## config.mk

```make
export PLATFORM = sky130hd
export DESIGN_NAME = fdr_pipe
export DESIGN_NICKNAME = d
export VERILOG_FILES = /design/src/rtl/fdr_pipe.sv
export SDC_FILE = /design/constraint.sdc
export NUM_CORES = 1
export LEC_CHECK = 0
export ABC_AREA = 1
export CAP_MARGIN = 25
export CORE_MARGIN = 2
export CORE_UTILIZATION = 51
export CTS_CLUSTER_DIAMETER = 100
export DETAILED_ROUTE_END_ITERATION = 10
export GPL_TIMING_DRIVEN = 1
export HOLD_SLACK_MARGIN = 0.06
export PLACE_DENSITY = 0.77
export SYNTH_ARGS = -nofsm -noshare
export SYNTH_HDL_FRONTEND = slang
export SYNTH_SLANG_ARGS = --single-unit
```

## constraint.sdc

```tcl
create_clock -name CK -period 2 [get_ports CK]
set_clock_uncertainty 0.2 [all_clocks]
set_input_delay 0.4 -clock CK [delete_from_list [all_inputs] [get_ports CK]]
set_output_delay 0.4 -clock CK [all_outputs]
set_load 0.005 [all_outputs]
```

## src/rtl/fdr_pipe.sv

```systemverilog
// WIDTH x DEPTH register pipeline with enable, sync flush, per-stage valid, run-time tap and fill count.
// Tap latency TAP+1 CE edges, combinational output mux, no backpressure; FDR_PIPE_PARITY_EN adds DPAR/PERR.
module fdr_pipe #(
  parameter int WIDTH = 4,
  parameter int DEPTH = 4,
  parameter int TAPW  = 2
) (
  input  logic              CK,
  input  logic              nCL,
  input  logic              CE,
  input  logic              FLUSH,
  input  logic [WIDTH-1:0]  D,
  input  logic              VIN,
  input  logic [TAPW-1:0]   TAP,
`ifdef FDR_PIPE_PARITY_EN
  input  logic              DPAR,
`endif
  output logic [WIDTH-1:0]  Q,
  output logic              VLD,
  output logic [TAPW:0]     FILL,
  output logic              FULL,
  output logic              EMPTY
`ifdef FDR_PIPE_PARITY_EN
  ,
  output logic              PERR
`endif
);

  logic [WIDTH-1:0] stg [DEPTH];
  logic [DEPTH-1:0] v;
  logic [TAPW:0]    fill;
  logic [TAPW-1:0]  tap_c;

  // Out-of-range taps only exist for non-power-of-2 depths; pin them to the last stage.
  always_comb begin
    tap_c = TAP;
    if (32'(TAP) >= 32'(DEPTH))
      tap_c = TAPW'(DEPTH - 1);
  end

  always_ff @(posedge CK or negedge nCL) begin
    if (!nCL) begin
      for (int i = 0; i < DEPTH; i++)
        stg[i] <= '0;
      v    <= '0;
      fill <= '0;
    end else if (FLUSH) begin
      for (int i = 0; i < DEPTH; i++)
        stg[i] <= '0;
      v    <= '0;
      fill <= '0;
    end else if (CE) begin
      stg[0] <= D;
      for (int i = 1; i < DEPTH; i++)
        stg[i] <= stg[i-1];
      v <= {v[DEPTH-2:0], VIN};
      // Count tracks popcount(v): one enters at stage 0, one leaves past the last stage.
      case ({VIN, v[DEPTH-1]})
        2'b10:   fill <= fill + (TAPW+1)'(1);
        2'b01:   fill <= fill - (TAPW+1)'(1);
        default: fill <= fill;
      endcase
    end
  end

  assign Q     = stg[tap_c];
  assign VLD   = v[tap_c];
  assign FILL  = fill;
  assign FULL  = (fill == (TAPW+1)'(DEPTH));
  assign EMPTY = (fill == '0);

`ifdef FDR_PIPE_PARITY_EN
  logic [DEPTH-1:0] par;

  always_ff @(posedge CK or negedge nCL) begin
    if (!nCL)
      par <= '0;
    else if (FLUSH)
      par <= '0;
    else if (CE)
      par <= {par[DEPTH-2:0], DPAR};
  end

  // Producer supplies even parity, so any valid stage with odd combined parity is corrupt.
  assign PERR = VLD & (^Q ^ par[tap_c]);
`endif

endmodule

```

== After elaboration in Yosys (flattened, before gate mapping) ==
Cells that the tools add are included.
Word-level totals
  memory bits (read-only): 0
  bits in writable memories: 0
  output and inout port bits: 10
  register bits after elaboration: 23
  input port bits: 11
  bits in latches: 0
  logic and storage cells: 30
  memories: 0
Operators by class
  shift operators: 0
  add/subtract/negate cells: 2
  order comparisons: 2
  div/mod/pow operators: 0
  multiply operators: 0
  multiplexer cells: 12
  equality and inequality tests: 3
  bitwise gates (word level): 1
  reduce and logical (&&, ||, !) cells: 4
Operators by type and width (number)
  $mux 16: 2
  $mux 4: 4
  $bmux 4 s2: 1
  $mux 3: 2
  $pmux 3 s2: 1
  $add 3x1->3 const B: 1
  $eq 3x3->1 const B: 1
  $ge 3x3->1 const B: 1
  $logic_not 3->1: 1
  $lt 2x3->1 const B: 1
  $not 2->3: 1
  $reduce_bool 3->1: 1
  $sub 3x1->3 const B: 1
  $bmux 1 s2: 1
  $eq 2x1->1 const B: 1
  $eq 2x2->1 const B: 1
  $reduce_and 2->1: 1
  $reduce_bool 2->1: 1
  $mux 1: 1

== Logic depth before layout (Yosys ltp) ==
  word-level depth: 4
  mapped depth: 10
  gate-level depth less buffers: 10

== Worst setup path after synthesis ==
No wires, ideal clock.
  kind: input to register
  start point: input port VIN
  end point: register fill[2] (netlist: FILL[2])
  data required time: 1.685 ns
  buffers on the path: 0
  stages on the path: 10
  data arrival time: 1.256 ns
  slack: 0.428 ns
  library setup time: 0.115 ns
  cells stage by stage: inv_1 -> nand2_1 -> inv_1 -> fa_1 -> inv_1 -> nand2_1 -> nand3_1 -> nand2_1 -> nor2_1 -> nor2_1
Between the ends
  longest elaborated chain between the ends: 4
  elaborated cells on any way between the ends: 7
  those cells by class: eq/ne (2); mux (3); reduce/logical (2)
RTL lines
  start: declaration: line 13  | input logic VIN,
  $eq 2x1->1 or $eq 2x2->1 (tied branches): line 58  | case ({VIN, v[DEPTH-1]})
  $pmux 3 s2: line 58
  $mux 3: line 52  | end else if (CE) begin
  $mux 3: line 47  | end else if (FLUSH) begin
  end signal: assignment: line 59  | 2'b10: fill <= fill + (TAPW+1)'(1);
  end signal: assignment: line 60  | 2'b01: fill <= fill - (TAPW+1)'(1);
  end signal: assignment: line 61  | default: fill <= fill;
  end: declaration: line 31  | logic [TAPW:0] fill;
Parallel ways exist; a longest one is shown, timed or not. The select of a mux whose other input is x is not followed.
A chain may end at the register's enable or synchronous reset.

== Worst setup path after layout ==
  start point: register fill[0] (netlist: FILL[0])
  end point: output port FILL[0]
RTL lines
  end: declaration: line 20  | output logic [TAPW:0] FILL,
No word-level cell between the ends.

==> results.md <==
Run status:
- The flow ran to the end, and the final reports show no timing, DRC or antenna violations.

Critical path:
- The critical path buffer and inverter count is 2.
- The class of the most critical setup path is flop to output port.
- The peak per-stage delay on the critical path is 0.45 ns.
- The slowest stage cell on the critical path is dfrtp_2.
- The signal arrival time at the worst endpoint is 1.34 ns.
- STA classifies the critical path startpoint as a flop.
- The critical path depth in cells is 2.
- The data required time of the critical path is 1.40 ns.
- The critical path goes through buf_4 > clkdlybuf4s50_1.
- The number of cells on the worst reg-to-reg path is 9.
- Along the worst path, the maximum fanout reaches 3.
- The kind of cell with the highest combined delay along the critical path is buffers and inverters.
- STA classifies the critical path endpoint as an output port.

Drt:
- In this run, the number of DRC markers left after iteration 0 of detailed routing was 22.
- Using the TritonRoute via totals, the vias-per-cell ratio works out to 5.29.
- The post-route antenna net violation count is 0.
- The number of remaining DRC errors is 0.
- Summed over all nets, wire length on met2 after detailed routing comes to 1.37 mm.
- The detailed-routing iteration count for the pre-antenna-repair pass is 4.
- The topmost layer with routed signal wires is met4.
- Detailed routing placed a total of 114 um of wire on met3.
- The routed design has 2.68 mm of wire.
- The final routed wire length divided by cell count is 13.8 um.
- For this block, wires on met1 add up to 1.18 mm.
- The routed layout has 1031 vias.

Min path:
- The class of the tightest hold or removal check is primary input to async pin.

Power:
- For this design the static power due to leakage is 0.710 nW.
- The power density over the cells is 584 mW/mm^2.
- The worst-case vdd ir drop is 0.000484 V.

Clock tree:
- Clock latency on the worst-skew pair, taken at its later pin, is 0.31 ns.
- CTS built an H-tree with a depth of 1.
- The clock passes through at most 2 buffers.
- Hold repair after CTS inserted 0 buffers.
- The clock net sink count is 23.
- The number of clock buffers added by TritonCTS is 3.
- The cell chosen for the clock root is clkbuf_4.
- The TritonCTS clock tree is yes.
- The clock-pin slew reported for the worst setup and hold paths after clock tree synthesis is 0.12 ns.

Logic synthesis:
- The synthesized instance count is 135.
- After synthesis, the largest family of logic cells by area is compound AO/OA/AOI/OAI gates.
- Summing the areas of all compound-gate instances in the mapped netlist gives 22.4% of the synthesized area.
- Yosys printed 0 warnings.
- The area share of and/or/nand/nor cells after synthesis is 15.7%.
- Multiplexer cells account for 0% of the synthesized area.
- Summing the areas of all fa, ha and maj instances in the mapped netlist gives 1.66% of the synthesized area.
- The total of flip-flops plus latches after synthesis is 23.
- The synthesized netlist occupies a cell area of 0.00121 sq mm.
- The synthesized-area fraction occupied by xor and xnor cells is 0%.
- The number of distinct library cells after synthesis is 20.
- A synthesized cell averages 8.93 sq um.
- Sequential elements use 47.7% of the synthesized area.
- The number of nets in the synthesized netlist is 147.

GRT:
- Global routing finished with a remaining overflow of 0.
- The number of antenna violations at the first check in global routing is 0.
- The wire length of the first global-routing pass is 4.65 mm.
- Global routing used 23.2% of the available tracks.
- The number of global-route vias before repair is 1069.
- Entering global routing, the biggest net connects 24 pins.

Layout:
- Of the cells placed in the final design, the portion with a size suffix greater than 1 is 24.6%.
- Registers take 577 sq um.
- The area added between synthesis and finish is 24.7%.
- In the final design database the tool counted 180 nets.
- The number of diodes added for antenna fixing is 0.
- Summing all multi-input logic gate instances after layout gives 479 sq um.
- The final-layout fill cell count is 188.

Timing:
- The relative max-transition margin is 77.2%.
- The total negative slack is 0 ns.
- The maximum clock frequency is 517 MHz.
- The count of final hold-check violations came to 0.
- The final period utilization is 96.8%.
- Setup repair after global routing left no endpoint under its margin.
- The number of pins with negative max-slew slack in the final report is 0.
- The transition time at the pin with the least slew margin is 0.341 ns.
- The clock period could shrink to 1.94 ns.
- Hold timing on the final database bottoms out at a slack of 0.224 ns.
- Setup violations remaining at the end of the flow were counted as 0.

Placement:
- The detailed placement HPWL is 1.92 mm.
- Routability-driven placement finished with a final weighted congestion of 0.788.
- The number of buffers inserted by port buffering is 20.

Floorplanning:
- The die covers 0.00277 sq mm.
- The area of the placeable core is 0.00223 sq mm.
- From left edge to right edge, the die measures 52.6 um.
- The I/O pin count is 21.
- For this configuration, the core starts out at a cell density of 54.0%.
- The die height is 52.6 um.
- The cell row count is 17.

Run:
- The count of maximum capacitance violations is 0.
[cell families after synthesis]
| family | Yosys count |
|---|---|
| AO/OA/AOI/OAI | 36 |
| adder cells (fa/ha/maj) | 1 |
| buffers and inverters | 32 |
| flip-flops | 23 |
| AND/OR/NAND/NOR | 43 |
[cells in the final DEF, fill, tap and decap left out]
master | netlist | final
nor3_1 | 2 | 2
o21ai_0 | 6 | 5
dlygate4sd2_1 | 0 | 5
o22ai_2 | 11 | 11
nor2_2 | 1 | 1
o22ai_1 | 4 | 4
clkdlybuf4s15_1 | 0 | 2
inv_1 | 20 | 19
a21oi_1 | 2 | 2
clkbuf_1 | 0 | 1
buf_4 | 2 | 14
fa_1 | 1 | 1
nand3_1 | 10 | 10
nand2_2 | 1 | 1
clkbuf_4 | 0 | 3
clkbuf_2 | 0 | 2
nand2_1 | 17 | 17
dfrtp_1 | 23 | 22
o31ai_1 | 1 | 1
clkdlybuf4s50_1 | 0 | 11
o21ai_1 | 12 | 13
nor2_1 | 11 | 11
inv_2 | 6 | 7
dfrtp_2 | 0 | 1
nand2_4 | 1 | 1
[path summary, 6_finish.rpt]
path                            to  startpoint  slack, ns
setup / recovery           FILL[0]     FILL[0]       0.06
hold / removal              stg[3]         nCL       0.22
setup reg to reg           FILL[2]     FILL[0]       0.19
hold reg to reg             stg[3]      stg[3]       0.30
max in group asynchronous  FILL[0]         nCL       1.12
min in group CK             stg[3]      stg[3]       0.30
[per-layer routing]
metal	track usage, %	up-vias
met4	8.12	0
met3	3.71	2
li1	-	509
met5	0	-
met2	40.0	23
met1	29.1	497
[worst register-to-register path, stage by stage, from the launching register on]
cell     delay (ns)
dfrtp_2        0.45
buf_4          0.14
buf_4          0.13
fa_1           0.43
inv_1          0.06
nand2_1        0.06
nand3_1        0.07
nand2_1        0.05
nor2_1         0.09
nor2_1         0.04
[layout make-up]
cell class,count,area share (%)
Timing Repair Buffer,34,19.2
Clock buffer,4,1.75
Multi-Input combinational cell,80,31.9
Inverter,26,6.49
Sequential cell,23,38.4
Tap cell,28,2.33
[cells in the mapped netlist]
cell     count  area, sq um
a21oi_1      2         10.0
buf_2        1         5.00
buf_4        2         15.0
buf_6        3         33.8
dfrtp_1     23          576
fa_1         1         20.0
inv_1       20         75.1
inv_2        6         22.5
nand2_1     17         63.8
nand2_2      1         6.26
nand2_4      1         11.3
nand3_1     10         50.1
nor2_1      11         41.3
nor2_2       1         6.26
nor3_1       2         10.0
o21ai_0      6         30.0
o21ai_1     12         60.1
o22ai_1      4         25.0
o22ai_2     11          138
o31ai_1      1         7.51
[stage by stage]
stage | total power [mW] | instances | instance area, sq um | setup slack [ns] | util, %
floorplan | 0.587 | 135 | 1210 | 0.428 | -
global placement | 0.663 | 183 | 1430 | -0.452 | 64.1
detailed placement | 0.668 | 183 | 1430 | -0.452 | 64.1
CTS | 0.885 | 195 | 1510 | 0.0280 | 67.6
global route | 0.922 | 195 | 1500 | 0.000371 | 67.3
finish | 0.879 | 195 | 1500 | 0.0647 | 67.3
[registers in the layout, indices dropped and copies added, names as in the netlist]
register,flops
v,4
stg,16
FILL,3
[where the power goes]
group	internal (mW)	switching, mW
combinational	0.0822	0.0904
sequential	0.480	0.0105
clock	0.0779	0.138
total	0.640	0.238
[what timing repair did]
| action | in CTS | in global routing |
|---|---|---|
| resized for setup | 11 | 7 |
| setup buffers | 8 | 0 |
| endpoints found under the setup margin | 7 | 4 |
Note: power is estimated with default switching activity, not from simulation.
